File: config.mk
export PLATFORM = sky130hd
export DESIGN_NAME = bp_me_clint_regs
export DESIGN_NICKNAME = d
export VERILOG_FILES = /design/src/rtl/bp_me_clint_regs.sv
export SDC_FILE = /design/constraint.sdc
export NUM_CORES = 1
export LEC_CHECK = 0
export CAP_MARGIN = 20
export CORE_UTILIZATION = 30
export CTS_CLUSTER_DIAMETER = 120
export DETAILED_ROUTE_END_ITERATION = 6
export PLACE_DENSITY = 0.48
export SLEW_MARGIN = 20
export SYNTH_ARGS = -nofsm -noshare
export SYNTH_HDL_FRONTEND = slang
export SYNTH_SLANG_ARGS = --single-unit
File: constraint.sdc
create_clock -name clk_i -period 3.5 [get_ports clk_i]
set_input_delay 0.875 -clock clk_i [delete_from_list [all_inputs] [get_ports clk_i]]
set_output_delay 0.875 -clock clk_i [all_outputs]
set_load 0.01 [all_outputs]
File: src/rtl/bp_me_clint_regs.sv
// bp_me_clint_regs
// CLINT register slave behind the I/O address decode (device base 0x0030_0000).
// It holds mipi (software interrupt), mtimecmp and a free-running mtime that
// advances once every mtime_div_p cycles. It serves one request at a time and
// keeps the response until it is consumed.
//
// Ports
//   clk_i, reset_i          clock, synchronous active-high reset
//   req_v_i / req_ready_o   request handshake (accepted when both are high)
//   req_w_i                 1 = write, 0 = read
//   req_addr_i              full byte address, compared exactly
//   req_size_i              log2 access bytes (2 = 4B, 3 = 8B)
//   req_data_i              write data (4B writes use [31:0])
//   resp_v_o / resp_yumi_i  response valid / consumed
//   resp_data_o             read data (0 on writes and errors)
//   resp_err_o              unmapped, misaligned or illegal-size access
//   software_irq_o          mipi bit 0
//   timer_irq_o             mtime >= mtimecmp (unsigned)
//
// state  | meaning
// eReady | idle, accepts one request
// eResp  | response held on resp_*, waits for resp_yumi_i
module bp_me_clint_regs #(
  parameter int addr_width_p = 40,
  parameter int data_width_p = 64,
  parameter int mtime_div_p  = 8
) (
  input  logic                    clk_i,
  input  logic                    reset_i,
  input  logic                    req_v_i,
  output logic                    req_ready_o,
  input  logic                    req_w_i,
  input  logic [addr_width_p-1:0] req_addr_i,
  input  logic [1:0]              req_size_i,
  input  logic [data_width_p-1:0] req_data_i,
  output logic                    resp_v_o,
  input  logic                    resp_yumi_i,
  output logic [data_width_p-1:0] resp_data_o,
  output logic                    resp_err_o,
  output logic                    software_irq_o,
  output logic                    timer_irq_o
);

  localparam logic [addr_width_p-1:0] mipi_addr_lp     = addr_width_p'(32'h0030_0000);
  localparam logic [addr_width_p-1:0] cmp_lo_addr_lp   = addr_width_p'(32'h0030_4000);
  localparam logic [addr_width_p-1:0] cmp_hi_addr_lp   = addr_width_p'(32'h0030_4004);
  localparam logic [addr_width_p-1:0] time_lo_addr_lp  = addr_width_p'(32'h0030_BFF8);
  localparam logic [addr_width_p-1:0] time_hi_addr_lp  = addr_width_p'(32'h0030_BFFC);

  // A divide-by-1 still needs a one-bit prescaler; it simply stays at 0.
  localparam int ps_width_lp = (mtime_div_p > 1) ? $clog2(mtime_div_p) : 1;
  localparam logic [ps_width_lp-1:0] ps_last_lp = ps_width_lp'(mtime_div_p - 1);

  typedef enum logic {eReady, eResp} state_e;

  state_e state_r, state_n;

  logic [data_width_p-1:0] mtime_r, mtime_n;
  logic [data_width_p-1:0] mtimecmp_r, mtimecmp_n;
  logic                    mipi_r, mipi_n;
  logic [ps_width_lp-1:0]  prescale_r;
  logic                    tick;

  logic [data_width_p-1:0] resp_data_r, rdata, resp_data_n;
  logic                    resp_err_r;

  logic handshake, size_ok, is8, req_err, wr_en;
  logic hit_mipi, hit_cmp_lo, hit_cmp_hi, hit_time_lo, hit_time_hi;

  // FSM
  always_ff @(posedge clk_i) begin
    if (reset_i) state_r <= eReady;
    else         state_r <= state_n;
  end

  always_comb begin
    state_n     = state_r;
    req_ready_o = 1'b0;
    resp_v_o    = 1'b0;
    case (state_r)
      eReady: begin
        req_ready_o = ~reset_i;
        if (req_v_i & ~reset_i) state_n = eResp;
      end
      eResp: begin
        resp_v_o = 1'b1;
        if (resp_yumi_i) state_n = eReady;
      end
      default: state_n = eReady;
    endcase
  end

  // Decode
  assign handshake   = req_v_i & req_ready_o;
  assign size_ok     = req_size_i[1];
  assign is8         = (req_size_i == 2'd3);
  assign hit_mipi    = (req_addr_i == mipi_addr_lp);
  assign hit_cmp_lo  = (req_addr_i == cmp_lo_addr_lp);
  assign hit_cmp_hi  = (req_addr_i == cmp_hi_addr_lp);
  assign hit_time_lo = (req_addr_i == time_lo_addr_lp);
  assign hit_time_hi = (req_addr_i == time_hi_addr_lp);

  // High-half addresses have addr[2]=1, so an 8B access there is misaligned.
  assign req_err = ~size_ok
                 | ~(hit_mipi | hit_cmp_lo | hit_cmp_hi | hit_time_lo | hit_time_hi)
                 | (is8 & (hit_cmp_hi | hit_time_hi));
  assign wr_en   = handshake & req_w_i & ~req_err;

  always_comb begin
    rdata = '0;
    if (hit_mipi)         rdata = data_width_p'(mipi_r);
    else if (hit_cmp_lo)  rdata = is8 ? mtimecmp_r : data_width_p'(mtimecmp_r[31:0]);
    else if (hit_cmp_hi)  rdata = data_width_p'(mtimecmp_r[data_width_p-1:32]);
    else if (hit_time_lo) rdata = is8 ? mtime_r : data_width_p'(mtime_r[31:0]);
    else if (hit_time_hi) rdata = data_width_p'(mtime_r[data_width_p-1:32]);
    resp_data_n = (req_err | req_w_i) ? '0 : rdata;
  end

  // Register updates; a write to mtime overrides that cycle's increment.
  assign tick = (prescale_r == ps_last_lp);

  always_comb begin
    mtime_n    = tick ? mtime_r + 1'b1 : mtime_r;
    mtimecmp_n = mtimecmp_r;
    mipi_n     = mipi_r;
    if (wr_en) begin
      if (hit_mipi) mipi_n = req_data_i[0];
      if (hit_cmp_lo) begin
        if (is8) mtimecmp_n = req_data_i;
        else     mtimecmp_n = {mtimecmp_r[data_width_p-1:32], req_data_i[31:0]};
      end
      if (hit_cmp_hi) mtimecmp_n = {req_data_i[31:0], mtimecmp_r[31:0]};
      if (hit_time_lo) begin
        if (is8) mtime_n = req_data_i;
        else     mtime_n = {mtime_r[data_width_p-1:32], req_data_i[31:0]};
      end
      if (hit_time_hi) mtime_n = {req_data_i[31:0], mtime_r[31:0]};
    end
  end

  always_ff @(posedge clk_i) begin
    if (reset_i) begin
      prescale_r  <= '0;
      mtime_r     <= '0;
      mtimecmp_r  <= '1;
      mipi_r      <= 1'b0;
      resp_data_r <= '0;
      resp_err_r  <= 1'b0;
    end else begin
      prescale_r <= tick ? '0 : prescale_r + 1'b1;
      mtime_r    <= mtime_n;
      mtimecmp_r <= mtimecmp_n;
      mipi_r     <= mipi_n;
      if (handshake) begin
        resp_data_r <= resp_data_n;
        resp_err_r  <= req_err;
      end
    end
  end

  assign resp_data_o    = resp_data_r;
  assign resp_err_o     = resp_err_r;
  assign software_irq_o = mipi_r;
  assign timer_irq_o    = (mtime_r >= mtimecmp_r);

endmodule

==> results of run 1 <==
[cell families (layout without fill, tap and decap cells)]
kind of cell,Yosys count,in the layout
buffers and inverters,198,497
muxes,66,66
AOI/OAI and AO/OA,480,480
and+or+nand+nor,533,533
DFF,198,198
adders and majority gates,67,67
xor gates and xnor gates,16,16
[sequential cells by signal, summed over array words and instances (netlist names)]
signal          count
state_r             1
mtime_r            64
resp_err_o          1
software_irq_o      1
prescale_r          3
mtimecmp_r         64
resp_data_o        64
[metal layers]
layer	global-route usage, %	vias up	routed length (um)
met5	0	-	0
met4	8.50	0	1390
met3	3.36	60	3110
met2	40.9	480	23900
met1	32.0	6247	22400
li1	-	6274	-
[power groups by stage]
| stage | Combinational (uW) | Sequential (uW) | Clock [uW] |
|---|---|---|---|
| after floorplan | 101 | 2310 | 0 |
| after global placement | 330 | 2310 | 0 |
| after detailed placement | 330 | 2310 | 0 |
| after CTS | 332 | 2260 | 2310 |
| after global routing | 349 | 2260 | 2390 |
| final | 332 | 2260 | 2260 |
[final cells by class]
| type | instances | share of cell area (%) |
|---|---|---|
| multi-input combinational | 1162 | 45.5 |
| sequential | 198 | 23.7 |
| timing repair buffer | 383 | 21.1 |
| inverter | 82 | 1.84 |
| tap | 525 | 3.92 |
| clock buffer | 21 | 2.69 |
| clock inverter | 11 | 1.17 |
[worst paths after layout]
kind,start,to,depth (start not counted)
worst max-delay path,mtimecmp_r[39]$_SDFFE_PP1P_,timer_irq_o,12
worst max register to register,prescale_r[0]$_SDFF_PP0_,mtime_r[38]$_SDFFE_PP0P_,9
worst min-delay path,prescale_r[0]$_SDFF_PP0_,prescale_r[0]$_SDFF_PP0_,1
worst min register to register,prescale_r[0]$_SDFF_PP0_,prescale_r[0]$_SDFF_PP0_,1
[worst max-delay path: cells and delay by family (launching register included)]
family	cells	cell delay [ns]
fa+ha+maj	1	0.26
simple gates	4	1.00
buf+inv	4	0.47
compound gates	3	0.53
flops	1	0.34
[cells in the final DEF, fill, tap and decap left out, drive strengths merged, types with 13 or more instances in the layout]
cell and instances:
a21oi 127, nor2 98, a211oi 31, a21o 17, nor4 25, nand2 163
clkdlybuf4s50 176, a22oi 79, nand4 34, dfxtp 198, mux2i 65, nor3 66
o211ai 32, clkbuf 21, inv 83, o221ai 13, a22o 32, nand3 34
o21ai 99, or2 34, ha 67, and3 15, nand2b 17, buf 207
[repair_timing]
action,4_1_cts,5_1_grt
resized for setup,35,1
pin swaps,7,0
buffers inserted,4,0
gates cloned,0,0
setup endpoints to repair,1,1
[stage by stage]
stage	TNS [ns]	utilization [%]	setup slack, ns	instance area, um2
floorplan	0	-	0.374	12200
global placement	-0.627	39.8	-0.484	15900
detailed placement	-0.985	39.8	-0.552	15900
CTS	-0.455	41.9	-0.455	16700
global route	-0.586	41.9	-0.586	16800
finish	-0.444	41.9	-0.444	16800
==> impl_metrics.ini, run 1 <==
[outcome]
status = finished with violations
violations = negative setup slack

[logic_synthesis]
synth_fa_ha_area_share_pct = 6.85
yosys-top-cells-area = dfxtp_1, ha_1, mux2i_1
synth_top_family_by_area = compound AO/OA/AOI/OAI gates
syn_area_um2 = 12200
synth_cells = 1558
syn_nets = 1736
async_flop_share_pct = 0
synthMuxAreaShare_pct = 5.40
synth_ff_type = dfxtp_1
synth-xor-area-share_pct = 1.14
synth-seq-cells = 198
synth-seq-area-share_pct = 32.4
synthSimpleGateAreaFrac_pct = 22.0
synth_top_area_share_pct = 32.4
synth.largest_area_cell = dfxtp_1
synth_compound_area_share_pct = 25.5
synth_edf_count = 0
postSynthAreaPerCell_um2 = 7.86
yosys.cell_count.top_type = dfxtp_1
synth.distinct_cells = 73
yosys_warnings = 0
synth_common_cells = dfxtp_1, nand2_1, a21oi_1

[sta]
relSlewSlack_pct = 31.3
fmax_mhz = 254
slew_viol_final = 0
finalCriticalPeriod_ns = 3.94
worst_slack_ns = -0.444
clock_skew_ns = 0.0130
period_share_pct = 113
hold_violations = 0
rsz0062_at_grt = true
setup_viol = 1
hold_ws_ns = 0.440
tightest_slew_ns = 1.03

[drt]
via_per_inst = 5.48
wl_per_cell_um = 21.3
totalWireLength_um = 50800
ant_nets = 0
vias = 13100
drtIter0Drc = 1236
drtPass1Iterations = 6
drc_errors = 0

[pwr]
power_uw = 4850
p_sw_share_pct = 23.7
power_frac_seq_pct = 46.5
p_clk_share_pct = 46.6
power_density_nw_per_um2 = 290
internal_power_uw = 3700
p_leak_uw = 0.00679
switchingPower_uw = 1150
ir_worst_vdd_mv = 0.315
pwr-share-comb_pct = 6.8

[clock_tree]
cts_hold_buffers = 0
clk_pin_slew_ns = 0.08
h-tree-depth = 4
cts_tree = yes
clk_path_buf_depth = 2
clk_latency_ns = 0.46
cts_root_buf = clkbuf_16
cts_made_buffers = 17
cts.sinks = 198

[critical_path]
path_max_fanout = 3
cpMaxStageDelayCell = or4_4
crit_path_frequent_cell = buf_4
crit_path_end_kind = output port
cp.arrival_ns = 3.07
reg2reg_slack_ns = 0.28
required_ns = 2.62
max_stage_delay_ns = 0.51
worstSetupPathType = flop to output port
start_kind = flop
crit_chain = inv_2 > ha_4 > nand4_1 > nor4_2 > buf_4 > nand2_2 > or4_4 > a31oi_4 > a211oi_4 > a211oi_2 > buf_4 > buf_6

[cells_and_area]
final_cells = 2382
nFillCells = 4138
drive_gt1_share_pct = 15.6
multi_input_area_um2 = 7630
nets = 2022
num_antenna_cells = 0
synthToLayoutAreaGrowth_pct = 36.8
seqCellArea_um2 = 3980

[die]
rows = 73
chipWidth_um = 204
placeableCoreArea_um2 = 40000
die-area_um2 = 41600
initial_utilization_pct = 30.6
io_pins = 180
die_h_um = 204

[global_routing]
grt_max_degree = 89
antenna_found_initial = 0
overflow = 0
grt_pass1_vias = 12700
grt_use_total_pct = 24.4
grt_first_pass_wirelength_um = 76700

[job]
cap_violations = 0

[place]
dpl.hpwl_um = 37900
dp_cells = 2346
gp_congestion = 0.896
numPortBuffers = 179

[hold_path]
hp-class = flop to flop
Power figures use the tool's default switching activity.
==> inputs of run 2 (changes only) <==
--- a/config.mk
+++ b/config.mk
@@ -6,6 +6,7 @@
 export NUM_CORES = 1
 export LEC_CHECK = 0
 export CAP_MARGIN = 20
+export CORE_ASPECT_RATIO = 0.6
 export CORE_UTILIZATION = 30
 export CTS_CLUSTER_DIAMETER = 120
 export DETAILED_ROUTE_END_ITERATION = 6
==> run 2 against run 1 <==
Net effect:
- the flow still finishes with violations (negative setup slack)
- fmax down 2.4%
- via count up 0.47%
- utilization up 0.30 points
- critical path type unchanged
==> impl_metrics.ini, run 2 (synthesis gave the netlist of run 1 again) <==
[outcome]
status = finished with violations
violations = negative setup slack

[cells_and_area]
layout_commonest_cell = buf_4
nets = 2023
num_antenna_cells = 0
final_cells = 2380
layout_common_cells = buf_4, dfxtp_1, clkdlybuf4s50_1
drive_gt1_share_pct = 16.3
synthToLayoutAreaGrowth_pct = 36.6

[clock_tree]
cts_root_buf = clkbuf_16
cts_tree = yes
clk_latency_ns = 0.47
cts_made_buffers = 17
cts_hold_buffers = 0
clk_path_buf_depth = 2
cts.sinks = 198
clk_pin_slew_ns = 0.08
h-tree-depth = 4

[pwr]
switchingPower_uw = 1270
ir_worst_vdd_mv = 0.309
p_sw_share_pct = 26.6
p_clk_share_pct = 45.6
power_density_nw_per_um2 = 285
p_leak_uw = 0.00676
power_frac_seq_pct = 47.3
pwr-share-comb_pct = 7.1
power_uw = 4770
internal_power_uw = 3500

[drt]
drtPass1Iterations = 6
wl_per_cell_um = 21.9
totalWireLength_um = 52200
drtIter0Drc = 1274
vias = 13100
drc_errors = 0
via_per_inst = 5.51
ant_nets = 0

[sta]
setup_viol = 1
slew_viol_final = 0
hold_ws_ns = 0.438
fmax_mhz = 248
period_share_pct = 115
clock_skew_ns = 0.0165
finalCriticalPeriod_ns = 4.04
rsz0062_at_grt = true
worst_slack_ns = -0.539
hold_violations = 0
tightest_slew_ns = 1.13
relSlewSlack_pct = 24.8

[global_routing]
antenna_found_initial = 0
grt_max_degree = 100
overflow = 0
grt_use_total_pct = 25.1
grt_first_pass_wirelength_um = 78600
grt_pass1_vias = 12500

[critical_path]
required_ns = 2.62
cp.arrival_ns = 3.16
start_kind = flop
path_max_fanout = 2
worstSetupPathType = flop to output port
crit_path_end_kind = output port
regToRegStartpoint = prescale_r[0]$_SDFF_PP0_
startpoint = mtimecmp_r[46]$_SDFFE_PP1P_

[place]
post-place-ws_ns = -0.619
numPortBuffers = 179
dp_cells = 2342
gp_congestion = 0.870
dpl.hpwl_um = 38400

[die]
chipWidth_um = 263
io_pins = 180
rows = 56
die-area_um2 = 41700
initial_utilization_pct = 30.9
die_h_um = 159
placeableCoreArea_um2 = 39700

[hold_path]
hp-class = flop to flop
min_from = prescale_r[0]$_SDFF_PP0_

[job]
cap_violations = 0
==> run 2: area by class of cell <==
class,instances,area [um2]
Tap cell,522,653
Sequential cell,198,3980
Clock inverter,15,183
Multi-Input combinational cell,1162,7670
Clock buffer,17,425
Timing Repair Buffer,384,3510
Fill cell,4072,22900
Inverter,82,308
==> run 2: per-stage QoR <==
step	setup TNS, ns	cell area, um2	util [%]
final	-0.539	16700	42.2
after global placement	-5.23	15900	40.1
after floorplan	0	12200	-
after detailed placement	-8.50	15900	40.1
after global routing	-0.609	16700	42.2
after CTS	-0.445	16700	42.1
==> run 2: what timing repair did <==
item                                    4_1_cts  5_1_grt
pin swaps                                    10        6
buffers inserted                              4        2
endpoints found under the setup margin        1        1
endpoints found under the hold margin         0        0
resized for setup                            40        7
==> run 2: power groups by stage <==
stage	Combinational (uW)	Clock, uW	Sequential [uW]
floorplan	101	0	2310
global placement	334	0	2310
detailed placement	337	0	2310
CTS	338	2210	2260
global route	359	2280	2260
finish	340	2170	2260
==> run 2: final timing paths <==
kind	to	slack, ns	depth (start not counted)
setup / recovery	timer_irq_o	-0.54	12
hold / removal	prescale_r[0]$_SDFF_PP0_	0.44	1
setup reg to reg	mtime_r[63]$_SDFFE_PP0P_	0.28	10
hold reg to reg	prescale_r[0]$_SDFF_PP0_	0.44	1
==> run 2: per-layer routing <==
metal | GRT usage, % | part of all wire, %
met1 | 37.3 | 51
met2 | 34.9 | 39
met3 | 6.73 | 8.7
met4 | 6.49 | 1.7
met5 | 0 | 0
==> run 2: worst max-delay path: stages (launching register included) <==
cell       delay [ns]
dfxtp_2          0.34
inv_2            0.05
ha_4             0.26
nand4_1          0.24
buf_4            0.23
buf_4            0.14
a2111oi_1        0.53
buf_4            0.23
a211o_1          0.12
nor4_1           0.06
a211oi_2         0.24
buf_4            0.15
buf_6            0.09
